$ cat src/rtl/btb_update_ctrl_pkg.sv
// Shared types and constants for the BTB update controller and its queue.
package btb_update_ctrl_pkg;

  localparam int ADDR_W    = 32;
  localparam int DEF_DEPTH = 4;
  localparam int DEF_IDX_W = 8;

  typedef enum logic [1:0] {
    ST_IDLE  = 2'd0,
    ST_SWEEP = 2'd1,
    ST_DONE  = 2'd2
  } state_t;

endpackage

$ cat src/rtl/btb_upd_fifo.sv
// Circular update queue holding {pc, target} pairs; head is read combinationally.
module btb_upd_fifo #(
  parameter int DEPTH = 4,
  parameter int W     = 64
) (
  input  logic         clk,
  input  logic         reset,
  input  logic         clear,
  input  logic         push,
  input  logic [W-1:0] push_data,
  input  logic         pop,
  output logic [W-1:0] pop_data,
  output logic         full,
  output logic         empty
);

  localparam int PTR_W = $clog2(DEPTH);

  logic [W-1:0]     mem_r [DEPTH];
  logic [PTR_W-1:0] wr_ptr_r;
  logic [PTR_W-1:0] rd_ptr_r;
  logic [PTR_W:0]   count_r;
  logic             do_push_s;
  logic             do_pop_s;

  assign full      = (count_r == (PTR_W+1)'(DEPTH));
  assign empty     = (count_r == (PTR_W+1)'(0));
  assign do_push_s = push && !full;
  assign do_pop_s  = pop && !empty;
  assign pop_data  = mem_r[rd_ptr_r];

  // Pointer and occupancy bookkeeping; pointers wrap naturally since DEPTH is a power of two.
  always_ff @(posedge clk or negedge reset) begin
    if (!reset) begin
      wr_ptr_r <= {PTR_W{1'b0}};
      rd_ptr_r <= {PTR_W{1'b0}};
      count_r  <= {(PTR_W+1){1'b0}};
    end else if (clear) begin
      wr_ptr_r <= {PTR_W{1'b0}};
      rd_ptr_r <= {PTR_W{1'b0}};
      count_r  <= {(PTR_W+1){1'b0}};
    end else begin
      if (do_push_s) wr_ptr_r <= wr_ptr_r + PTR_W'(1);
      if (do_pop_s)  rd_ptr_r <= rd_ptr_r + PTR_W'(1);
      count_r <= count_r + (PTR_W+1)'(do_push_s) - (PTR_W+1)'(do_pop_s);
    end
  end

  // Storage is deliberately left unreset.
  always_ff @(posedge clk) begin
    if (do_push_s && !clear) mem_r[wr_ptr_r] <= push_data;
  end

endmodule

$ cat src/rtl/btb_update_ctrl.sv
// Buffers taken branch resolutions into BTB writes and sequences a full-BTB
// valid-bit sweep on flush.
module btb_update_ctrl
  import btb_update_ctrl_pkg::*;
#(
  parameter int DEPTH = DEF_DEPTH,
  parameter int IDX_W = DEF_IDX_W
) (
  input  logic              clk,
  input  logic              reset,
  input  logic              res_valid,
  input  logic [ADDR_W-1:0] res_pc,
  input  logic [ADDR_W-1:0] res_target,
  input  logic              res_taken,
  output logic              res_ready,
  input  logic              flush_req,
  output logic              btb_update_en,
  output logic [ADDR_W-1:0] btb_pc,
  output logic [ADDR_W-1:0] btb_target,
  output logic              btb_taken,
  output logic              btb_clear_en,
  output logic [IDX_W-1:0]  btb_clear_idx,
  output logic              busy,
  output logic              flush_done
);

  localparam logic [IDX_W-1:0] IDX_LAST = {IDX_W{1'b1}};

  state_t                state_r;
  logic                  full_s;
  logic                  empty_s;
  logic                  push_s;
  logic                  pop_s;
  logic                  clear_s;
  logic [2*ADDR_W-1:0]   head_s;

  btb_upd_fifo #(
    .DEPTH (DEPTH),
    .W     (2*ADDR_W)
  ) u_fifo (
    .clk       (clk),
    .reset     (reset),
    .clear     (clear_s),
    .push      (push_s),
    .push_data ({res_pc, res_target}),
    .pop       (pop_s),
    .pop_data  (head_s),
    .full      (full_s),
    .empty     (empty_s)
  );

  // Handshake and queue control; flush wins over both accept and pop.
  always_comb begin
    res_ready = 1'b0;
    push_s    = 1'b0;
    pop_s     = 1'b0;
    clear_s   = 1'b0;
    if (state_r == ST_IDLE) begin
      res_ready = !full_s && !flush_req;
      clear_s   = flush_req;
      pop_s     = !empty_s && !flush_req;
      push_s    = res_valid && res_ready && res_taken;
    end else begin
      res_ready = 1'b0;
    end
  end

  // Controller FSM; the clear index register doubles as the sweep counter.
  always_ff @(posedge clk or negedge reset) begin
    if (!reset) begin
      state_r       <= ST_IDLE;
      btb_update_en <= 1'b0;
      btb_pc        <= {ADDR_W{1'b0}};
      btb_target    <= {ADDR_W{1'b0}};
      btb_taken     <= 1'b0;
      btb_clear_en  <= 1'b0;
      btb_clear_idx <= {IDX_W{1'b0}};
      flush_done    <= 1'b0;
    end else begin
      case (state_r)
        ST_IDLE: begin
          flush_done <= 1'b0;
          if (flush_req) begin
            state_r       <= ST_SWEEP;
            btb_update_en <= 1'b0;
            btb_taken     <= 1'b0;
            btb_clear_en  <= 1'b1;
            btb_clear_idx <= {IDX_W{1'b0}};
          end else begin
            btb_update_en <= pop_s;
            btb_taken     <= pop_s;
            btb_clear_en  <= 1'b0;
            if (pop_s) {btb_pc, btb_target} <= head_s;
          end
        end
        ST_SWEEP: begin
          btb_update_en <= 1'b0;
          btb_taken     <= 1'b0;
          if (btb_clear_idx == IDX_LAST) begin
            btb_clear_en <= 1'b0;
            flush_done   <= 1'b1;
            state_r      <= ST_DONE;
          end else begin
            btb_clear_idx <= btb_clear_idx + IDX_W'(1);
          end
        end
        ST_DONE: begin
          flush_done <= 1'b0;
          state_r    <= ST_IDLE;
        end
        default: begin
          state_r       <= ST_IDLE;
          btb_update_en <= 1'b0;
          btb_clear_en  <= 1'b0;
          flush_done    <= 1'b0;
        end
      endcase
    end
  end

  assign busy = (state_r != ST_IDLE) || !empty_s || btb_update_en;

endmodule
$ cat config.mk
export PLATFORM = sky130hd
export DESIGN_NAME = btb_update_ctrl
export DESIGN_NICKNAME = d
export VERILOG_FILES = /design/src/rtl/btb_update_ctrl_pkg.sv /design/src/rtl/btb_upd_fifo.sv /design/src/rtl/btb_update_ctrl.sv
export SDC_FILE = /design/constraint.sdc
export NUM_CORES = 1
export LEC_CHECK = 0
export CORE_ASPECT_RATIO = 0.5
export CORE_MARGIN = 2
export CORE_UTILIZATION = 50
export CTS_CLUSTER_SIZE = 24
export DETAILED_ROUTE_END_ITERATION = 7
export HOLD_SLACK_MARGIN = 0.03
export PLACE_DENSITY = 0.75
export SYNTH_ARGS = -nofsm -noshare
export SYNTH_HDL_FRONTEND = slang
export SYNTH_SLANG_ARGS = --single-unit
$ cat constraint.sdc
create_clock -name clk -period 3 [get_ports clk]
set_input_delay 0.75 -clock clk [delete_from_list [all_inputs] [get_ports clk]]
set_output_delay 0.75 -clock clk [all_outputs]
set_load 0.02 [all_outputs]
# Yosys cells after proc, flatten, opt, wreduce, memory -nomap -nowiden
# Memory sizes are Yosys's and may differ from the RTL's. A register that Yosys moved wholly into a read port is not among the register bits.
# Cells that the tools add are included.
[word_totals] regBits=21 latch_bits=0 ram_bits=256 mem_bits_ro=0 out_inout_bits=78 word_cells=73 mem_count=1
[memory_table] memory="u_fifo.mem_r" depth=4 width=64 rd=1 rd_clocked_by_memory_dff=1 wr=1 line_no="btb_upd_fifo.sv:19" rtl="logic [W-1:0] mem_r [DEPTH];"
[op_classes] add_sub_neg=5 mul=0 n_div=0 order_cmp=0 eq_ne=7 shifts=0 n_mux=25 bitwise_logic=2 n_reduce_logical=24
[ops] cell="$mux 8" count=2
[ops] cell="$pmux 8 s2" count=1
[ops] cell="$mux 2" count=6
[ops] cell="$mux 1" count=11
[ops] cell="$add 8x1->8 const B" count=1
[ops] cell="$eq 8x8->1 const B" count=1
[ops] cell="$reduce_bool 2->1" count=4
[ops] cell="$logic_and 1x1->1" count=7
[ops] cell="$ne 2x2->1 const B" count=3
[ops] cell="$reduce_and 3->1" count=2
[ops] cell="$logic_not 1->1" count=5
[ops] cell="$add 2x1->2 const B" count=2
[ops] cell="$pmux 1 s2" count=2
[ops] cell="$pmux 2 s2" count=1
[ops] cell="$reduce_and 2->1" count=2
[ops] cell="$add 3x1->3" count=1
[ops] cell="$eq 3x3->1 const B" count=1
[ops] cell="$logic_not 3->1" count=1
[ops] cell="$mux 3" count=1
[ops] cell="$pmux 1 s3" count=1
[ops] cell="$sub 3x1->3" count=1
[ops] cell="$eq 2x1->1 const B" count=1
[ops] cell="$eq 2x2->1 const B" count=1
[ops] cell="$logic_not 2->1" count=1
[ops] cell="2 further kinds" count=4

# Depth between registers and ports, before layout
# Gate-level depths: netlist of the first run.
[logic_depth] depth_word=10 mapped_depth=12 ltp_nobuf=10

# By module
# A second synthesis of the first run with hierarchy kept.
[unflattened] hier_cells=590 hier_area_um2=12757.2
[modules_own_cells] mod="btb_upd_fifo" n_inst=1 cells_per_inst=382 area_each_um2=9678.0 seq_area_each_um2=7862.5
[modules_own_cells] mod="btb_update_ctrl" n_inst=1 cells_per_inst=208 area_each_um2=3079.2 seq_area_each_um2=1951.9

# Worst setup path before layout of the first run
# No wires, ideal clock.
[synth_path] path_kind="input to register" start="input flush_req" end="memory u_fifo.mem_r[0][0], enable pin" arrival_time_ps=3252 required_ps=2571 path_slack_ps=-680 stages=4 cell_sequence="a2111oi_2 -> and3_1 -> buf_2 -> and2_1"
[synth_between] elab_chain_cells=9
[synth_rtl] element="from (decl)" line_no="btb_update_ctrl.sv:16" rtl="input logic flush_req,"
[synth_rtl] element="$logic_not 1->1" line_no="btb_update_ctrl.sv:59" rtl="res_ready = !full_s && !flush_req;"
[synth_rtl] element="$logic_and 1x1->1" line_no="btb_update_ctrl.sv:59"
[synth_rtl] element="$logic_and 1x1->1 (2 in a row)" line_no="btb_update_ctrl.sv:62" rtl="push_s = res_valid && res_ready && res_taken;"
[synth_rtl] element="$mux 1" line_no="btb_update_ctrl.sv:58" rtl="if (state_r == ST_IDLE) begin"
[synth_rtl] element="$logic_and 1x1->1" line_no="btb_upd_fifo.sv:28" rtl="assign do_push_s = push && !full;"
[synth_rtl] element="$logic_and 1x1->1 *" line_no="btb_upd_fifo.sv:51" rtl="if (do_push_s && !clear) mem_r[wr_ptr_r] <= push_data;"
[synth_rtl] element="$mux 1 *" line_no="btb_upd_fifo.sv:51"
[synth_rtl] element="$mux 1 (implied by the code) *" line_no="btb_upd_fifo.sv:51"
[synth_rtl] element="to (decl)" line_no="btb_upd_fifo.sv:19"
# Every way passes the cells marked *; elsewhere a longest branch is shown, timed or not.

# Final worst setup path of the first run
[layout_path] start="register u_fifo.count_r[2]" end="output busy"
[layout_between] elab_chain_cells=4
[layout_rtl] element="from (decl)" line_no="btb_upd_fifo.sv:22" rtl="logic [PTR_W:0] count_r;"
[layout_rtl] element="from (signal assigned)" line_no="btb_upd_fifo.sv:37" rtl="count_r <= {(PTR_W+1){1'b0}};"
[layout_rtl] element="from (signal assigned)" line_no="btb_upd_fifo.sv:41" rtl="count_r <= {(PTR_W+1){1'b0}};"
[layout_rtl] element="from (signal assigned)" line_no="btb_upd_fifo.sv:45" rtl="count_r <= count_r + (PTR_W+1)'(do_push_s) - (PTR_W+1)'(do_pop_s);"
[layout_rtl] element="$logic_not 3->1" line_no="btb_upd_fifo.sv:27" rtl="assign empty = (count_r == (PTR_W+1)'(0));"
[layout_rtl] element="$logic_not 1->1" line_no="btb_update_ctrl.sv:121" rtl="assign busy = (state_r != ST_IDLE) || !empty_s || btb_update_en;"
[layout_rtl] element="$logic_or 1x1->1 (2 in a row)" line_no="btb_update_ctrl.sv:121"
[layout_rtl] element="to (decl)" line_no="btb_update_ctrl.sv:23" rtl="output logic busy,"
# No other way between the ends.

==> qor.yml, run 1 <==
slowest_delay_ps: 550
dpl.hpwl_mm: 15.1
max_cap_violations: 0
cp_slowest_cell: "clkdlybuf4s50_1"
layout.nets: 836
crit_buf_inv: 1
gr-usage-all-layers: 0.182
use_met3: 0.0261
status: "finished clean"
die_area_um2: 26800
vias: 6081
core_um2: 25100
cts_buffers: 29
cp_data_required_time_ps: 2250
layout_commonest_cell: "edfxtp_1"
die-width_um: 229
hold_viol_final: 0
start_util: 0.506
ys_seq_area_frac: 0.773
grt_busiest_layer: "met2"
syn_inst: 584
viasPerCell: 5.40
grt_max_degree: 48
routabilityCongestion: 0.787
vdd_ir_drop_max_uv: 357
grt_pass1_wl_mm: 37.1
fmax_ghz: 0.361
synthFlopType: "edfxtp_1"
final_max_slew_viol_count: 0
rsz0062_at_grt: "false"
fin_ws_ps: 233
ys_ff_latch: 341
clk_pin_slew_ps: 60
n_fill_cell: 1638
ant_nets: 0
dieHeight_um: 117
tightest_slew_ps: 585
synth.largest_area_cell: "edfxtp_1"
syn-num-nets: 661
cp.arrival_ps: 2020
cts.htree.levels: 1
cts_num_sinks: 341
worstPathMaxFanout: 3
cp-end-kind: "output port"
crit_chain: "nor3_1, nand3b_1, clkdlybuf4s50_1"
avgSynthCellArea_um2: 21.7
ys_warn_count: 0
synth_edf_count: 256
start_kind: "register"
grt_pass1_vias: 6493
fin_skew_ps: 16.8
post-route-period-util: 0.922
pwr_density_cell_nw_per_um2: 838
layout_common_cells: "edfxtp_1 (256), clkdlybuf4s50_1 (144), dfrtp_1 (83)"
firstDrtPassIters: 4
clock_latency_ps: 550
port_buffers: 146
synth_top_area_frac: 0.605
clk_path_buf_depth: 3
path_class: "reg -> out"
synth_cell_types: 35
post_dp_cell_area_um2: 14800
synth_area_leaders: "edfxtp_1 (61%), dfrtp_1 (17%), mux4_2 (11%)"
area_growth_syn_to_layout_pct: 23.7
antenna_found_initial: 0
leakage_nw: 5.53
critical_path.top_delay_family: "buffers and inverters"
cts_tree: "done"
setup_violations: 0
io_pins: 147
design_area_um2: 15700
drt_iter0_markers: 457
antenna_cells: 0
drt_wl_total_mm: 24.2
slew-limit-headroom: 0.610
pre_cts_ws_ps: -31.8
met2_usage: 0.320
period_needed_ps: 2770
overflow: 0
grt_use_met1: 0.245
drc: 0
routedWlPerCell_um: 21.5
cts_root_buf: "clkbuf_16"
drive_gt1_frac: 0.258
hold_buffers: 0
num_rows: 41
syn_area_um2: 12700
async_flop_share: 0.249
hold_path.class: "in -> async"
==> stage by stage <==
stage | power (mW) | instances | TNS (ps) | hold slack (ps) | utilization
final | 13.2 | 1126 | 0 | 103 | 0.626
after global placement | 9.66 | 1072 | -23.3 | 464 | 0.591
after detailed placement | 9.75 | 1072 | -48.7 | 482 | 0.591
after global routing | 13.7 | 1126 | 0 | 104 | 0.626
after floorplan | 8.14 | 584 | 0 | 454 | -
after CTS | 13.3 | 1126 | 0 | 93.6 | 0.626
==> worst reg2reg max path, stage by stage (launching register included) <==
cell and delay (ps):
dfrtp_1 420, nor3_1 390, nor4_4 60, ha_1 300, inv_1 60, ha_1 140, inv_1 50, fa_1 390
xor2_1 170, xnor2_1 140, nor2_1 50
==> cell families after synthesis <==
| kind of cell | share of synthesized area |
|---|---|
| adders and majority gates | 0.00847 |
| xor gates and xnor gates | 0.00207 |
| muxes | 0.175 |
| AOI/OAI and AO/OA | 0.00887 |
| buffers and inverters | 0.0126 |
| DFF | 0.773 |
| and+or+nand+nor | 0.0201 |
==> registers in the layout (all words and copies together), names as in the netlist <==
name             cells
state_r              2
btb_pc              32
flush_done           1
btb_clear_en         1
u_fifo.count_r       3
btb_clear_idx        8
u_fifo.rd_ptr_r      2
btb_taken            1
btb_target          32
u_fifo.wr_ptr_r      2
btb_update_en        1
u_fifo.mem_r       256
==> cell type report <==
type                    count  area (um^2)  area share
clock inverters             8         67.6     0.00430
multi-input cells         212         2740       0.174
well taps                 344          430      0.0274
flip-flops and latches    341         9820       0.625
repair buffers            169         1810       0.115
inverters                   6         22.5     0.00143
clock buffers              46          830      0.0528
==> path summary, 6_finish.rpt <==
| check | startpoint | slack, ps | depth (start not counted) | endpoint |
|---|---|---|---|---|
| min in group clk | btb_taken | 490 | 1 | btb_taken |
| min reg2reg | btb_taken | 490 | 1 | btb_taken |
| min | reset | 100 | 1 | state_r[1] |
| max reg2reg | u_fifo.count_r[2] | 720 | 10 | u_fifo.count_r[2] |
| max in group asynchronous | reset | 2120 | 2 | u_fifo.rd_ptr_r[1] |
| max | u_fifo.count_r[2] | 230 | 3 | busy |
==> report_power, final <==
group | total [mW] | leakage, nW | internal (mW) | switching, mW
combinational | 3.49 | 1.68 | 1.94 | 1.54
clock | 3.54 | 0.441 | 1.98 | 1.56
sequential | 6.14 | 3.41 | 5.61 | 0.537
==> metal layers <==
metal	vias to the layer above	routed length, um
met3	39	685
met4	0	497
li1	2689	-
met5	-	0
met1	3241	10700
met2	112	12300
==> synth_stat cells (all sizes together) (2+ instances only) <==
library cell,count
ha,7
mux4,64
and2,6
o21ai,7
nor2,15
edfxtp,256
a21oi,6
and4,2
mux2,65
nand2,13
and3,5
dfrtp,85
xnor2,2
mux2i,5
clkbuf,3
inv,6
nand2b,2
buf,22
==> repair_timing <==
item,4_1_cts,5_1_grt
setup endpoints to repair,1,0
buffers inserted,0,0
gates resized for setup,1,0
(Power assumes the default switching activity.)
==> run 2, diff against run 1 <==
--- a/config.mk
+++ b/config.mk
@@ -7,11 +7,11 @@
 export LEC_CHECK = 0
 export CORE_ASPECT_RATIO = 0.5
 export CORE_MARGIN = 2
-export CORE_UTILIZATION = 50
+export CORE_UTILIZATION = 56
 export CTS_CLUSTER_SIZE = 24
 export DETAILED_ROUTE_END_ITERATION = 7
 export HOLD_SLACK_MARGIN = 0.03
-export PLACE_DENSITY = 0.75
+export PLACE_DENSITY = 0.8
 export SYNTH_ARGS = -nofsm -noshare
 export SYNTH_HDL_FRONTEND = slang
 export SYNTH_SLANG_ARGS = --single-unit
==> constraint.sdc (replaced) <==
create_clock -name clk -period 3.05 [get_ports clk]
set_input_delay 0.7625 -clock clk [delete_from_list [all_inputs] [get_ports clk]]
set_output_delay 0.7625 -clock clk [all_outputs]
set_load 0.02 [all_outputs]
==> run 2 against run 1 <==
Utilization is 9.0 points higher. Wire length is 0.87% lower. Clock-buffer cell count is 6 lower. Clock power hardly changed. Register-to-register slack hardly changed. Critical path depth stayed put. Clock skew is 5.2 ps lower. Non-clock buffer count is 2 higher. Critical endpoint unchanged. Largest power group unchanged.
==> qor.yml, run 2 (synthesis results as in run 1) <==
ant_nets: 0
largest_reg_flops: 256
clk_path_buf_depth: 3
setup_violations: 0
cp_data_required_time_ps: 2290
path_class: "reg -> out"
cts_tree: "done"
overflow: 0
top_register: "u_fifo.mem_r"
port_buffers: 146
hold_buffers: 0
worstPathMaxFanout: 3
firstDrtPassIters: 4
dpl.hpwl_mm: 15.2
cts_root_buf: "clkbuf_16"
tightest_slew_ps: 567
worst-r2r-setup-slack_ps: 720
grt_max_degree: 46
switching_share: 0.276
power.share.sequential: 0.464
fin_ws_ps: 160
gr-usage-all-layers: 0.208
cp.arrival_ps: 2130
utilization: 0.716
fmax_ghz: 0.346
viasPerCell: 5.65
combPwrFrac: 0.261
rsz0062_at_grt: "false"
clk_pin_slew_ps: 70
routedWlPerCell_um: 22.1
layout_commonest_cell: "edfxtp_1"
core_um2: 22000
layout_common_cells: "edfxtp_1 (256), clkdlybuf4s50_1 (144), dfrtp_1 (83)"
cts.htree.levels: 1
layout.nets: 838
routabilityCongestion: 0.785
pwr_density_cell_nw_per_um2: 826
ff2ff_path_depth: 10
start_kind: "register"
drt_wl_total_mm: 24.0
antenna_cells: 0
dieHeight_um: 110
die_area_um2: 24000
clock_latency_ps: 540
status: "finished clean"
design_area_um2: 15700
post-route-period-util: 0.947
drt_iter0_markers: 545
final_max_slew_viol_count: 0
cts_resized: 1
drc: 0
drive_gt1_frac: 0.261
io_pins: 147
leakage_nw: 5.55
hold_path.class: "in -> async"
cp-end-kind: "output port"
vias: 6127
n_fill_cell: 1354
vdd_ir_drop_max_uv: 397
post_dp_cell_area_um2: 14800
antenna_found_initial: 0
reg_top3: "u_fifo.mem_r (256), btb_pc (32), btb_target (32)"
fin_skew_ps: 11.6
post_cts_buffers: 0
grt_pass1_wl_mm: 37.8
fin_total_pwr_mw: 13.0
num_rows: 38
die-width_um: 217
cts_num_sinks: 341
cts_buffers: 29
period_needed_ps: 2890
max_cap_violations: 0
p_int_mw: 9.41
grt_pass1_vias: 6617
start_util: 0.578
area_growth_syn_to_layout_pct: 23.9
pre_cts_ws_ps: -3.94
p_sw_mw: 3.59
pwr-share-clk: 0.275
hold_viol_final: 0
slew-limit-headroom: 0.622
==> run 2: layout make-up <==
class	instances	area, um^2	area share
sequential	341	9820	0.624
multi-input combinational	212	2740	0.174
timing repair buffer	171	1860	0.118
clock buffer	40	787	0.0500
tap	300	375	0.0239
clock inverter	14	131	0.00835
inverter	6	22.5	0.00143
==> run 2: power by group through the flow <==
stage               combinational (mW)  sequential [mW]  clock (mW)
floorplan                         1.54             6.47           0
global placement                  3.35             6.10           0
detailed placement                3.44             6.13           0
CTS                               3.45             6.04        3.65
global route                      3.62             6.12        3.84
finish                            3.39             6.03        3.57
==> run 2: stage by stage <==
stage          hold WS, ps  cells  TNS, ps
2_1_floorplan          467    584        0
3_3_place_gp           463   1030        0
3_5_place_dp           495   1030    -5.28
4_1_cts                213   1084        0
5_1_grt                213   1084        0
6_report               204   1084        0
==> run 2: critical path, cell delays in order (launching register included) <==
cell and delay, ps:
dfrtp_1 420, nor3_1 400, nand3b_1 190, clkdlybuf4s50_1 580
==> run 2: final timing paths <==
path                                   startpoint                 to
worst max-delay path            u_fifo.count_r[2]               busy
worst min-delay path                        reset      btb_target[7]
worst max register to register  u_fifo.count_r[2]  u_fifo.count_r[2]
worst min register to register          btb_taken          btb_taken
max in group asynchronous                   reset         btb_pc[27]
min in group clk                        btb_taken          btb_taken
==> run 2: metal layers <==
layer,up-vias,routed length [um],global-route usage
met5,-,0,0
met4,0,368,0.0374
met3,34,830,0.0380
met2,119,12400,0.356
met1,3278,10400,0.286
li1,2696,-,-
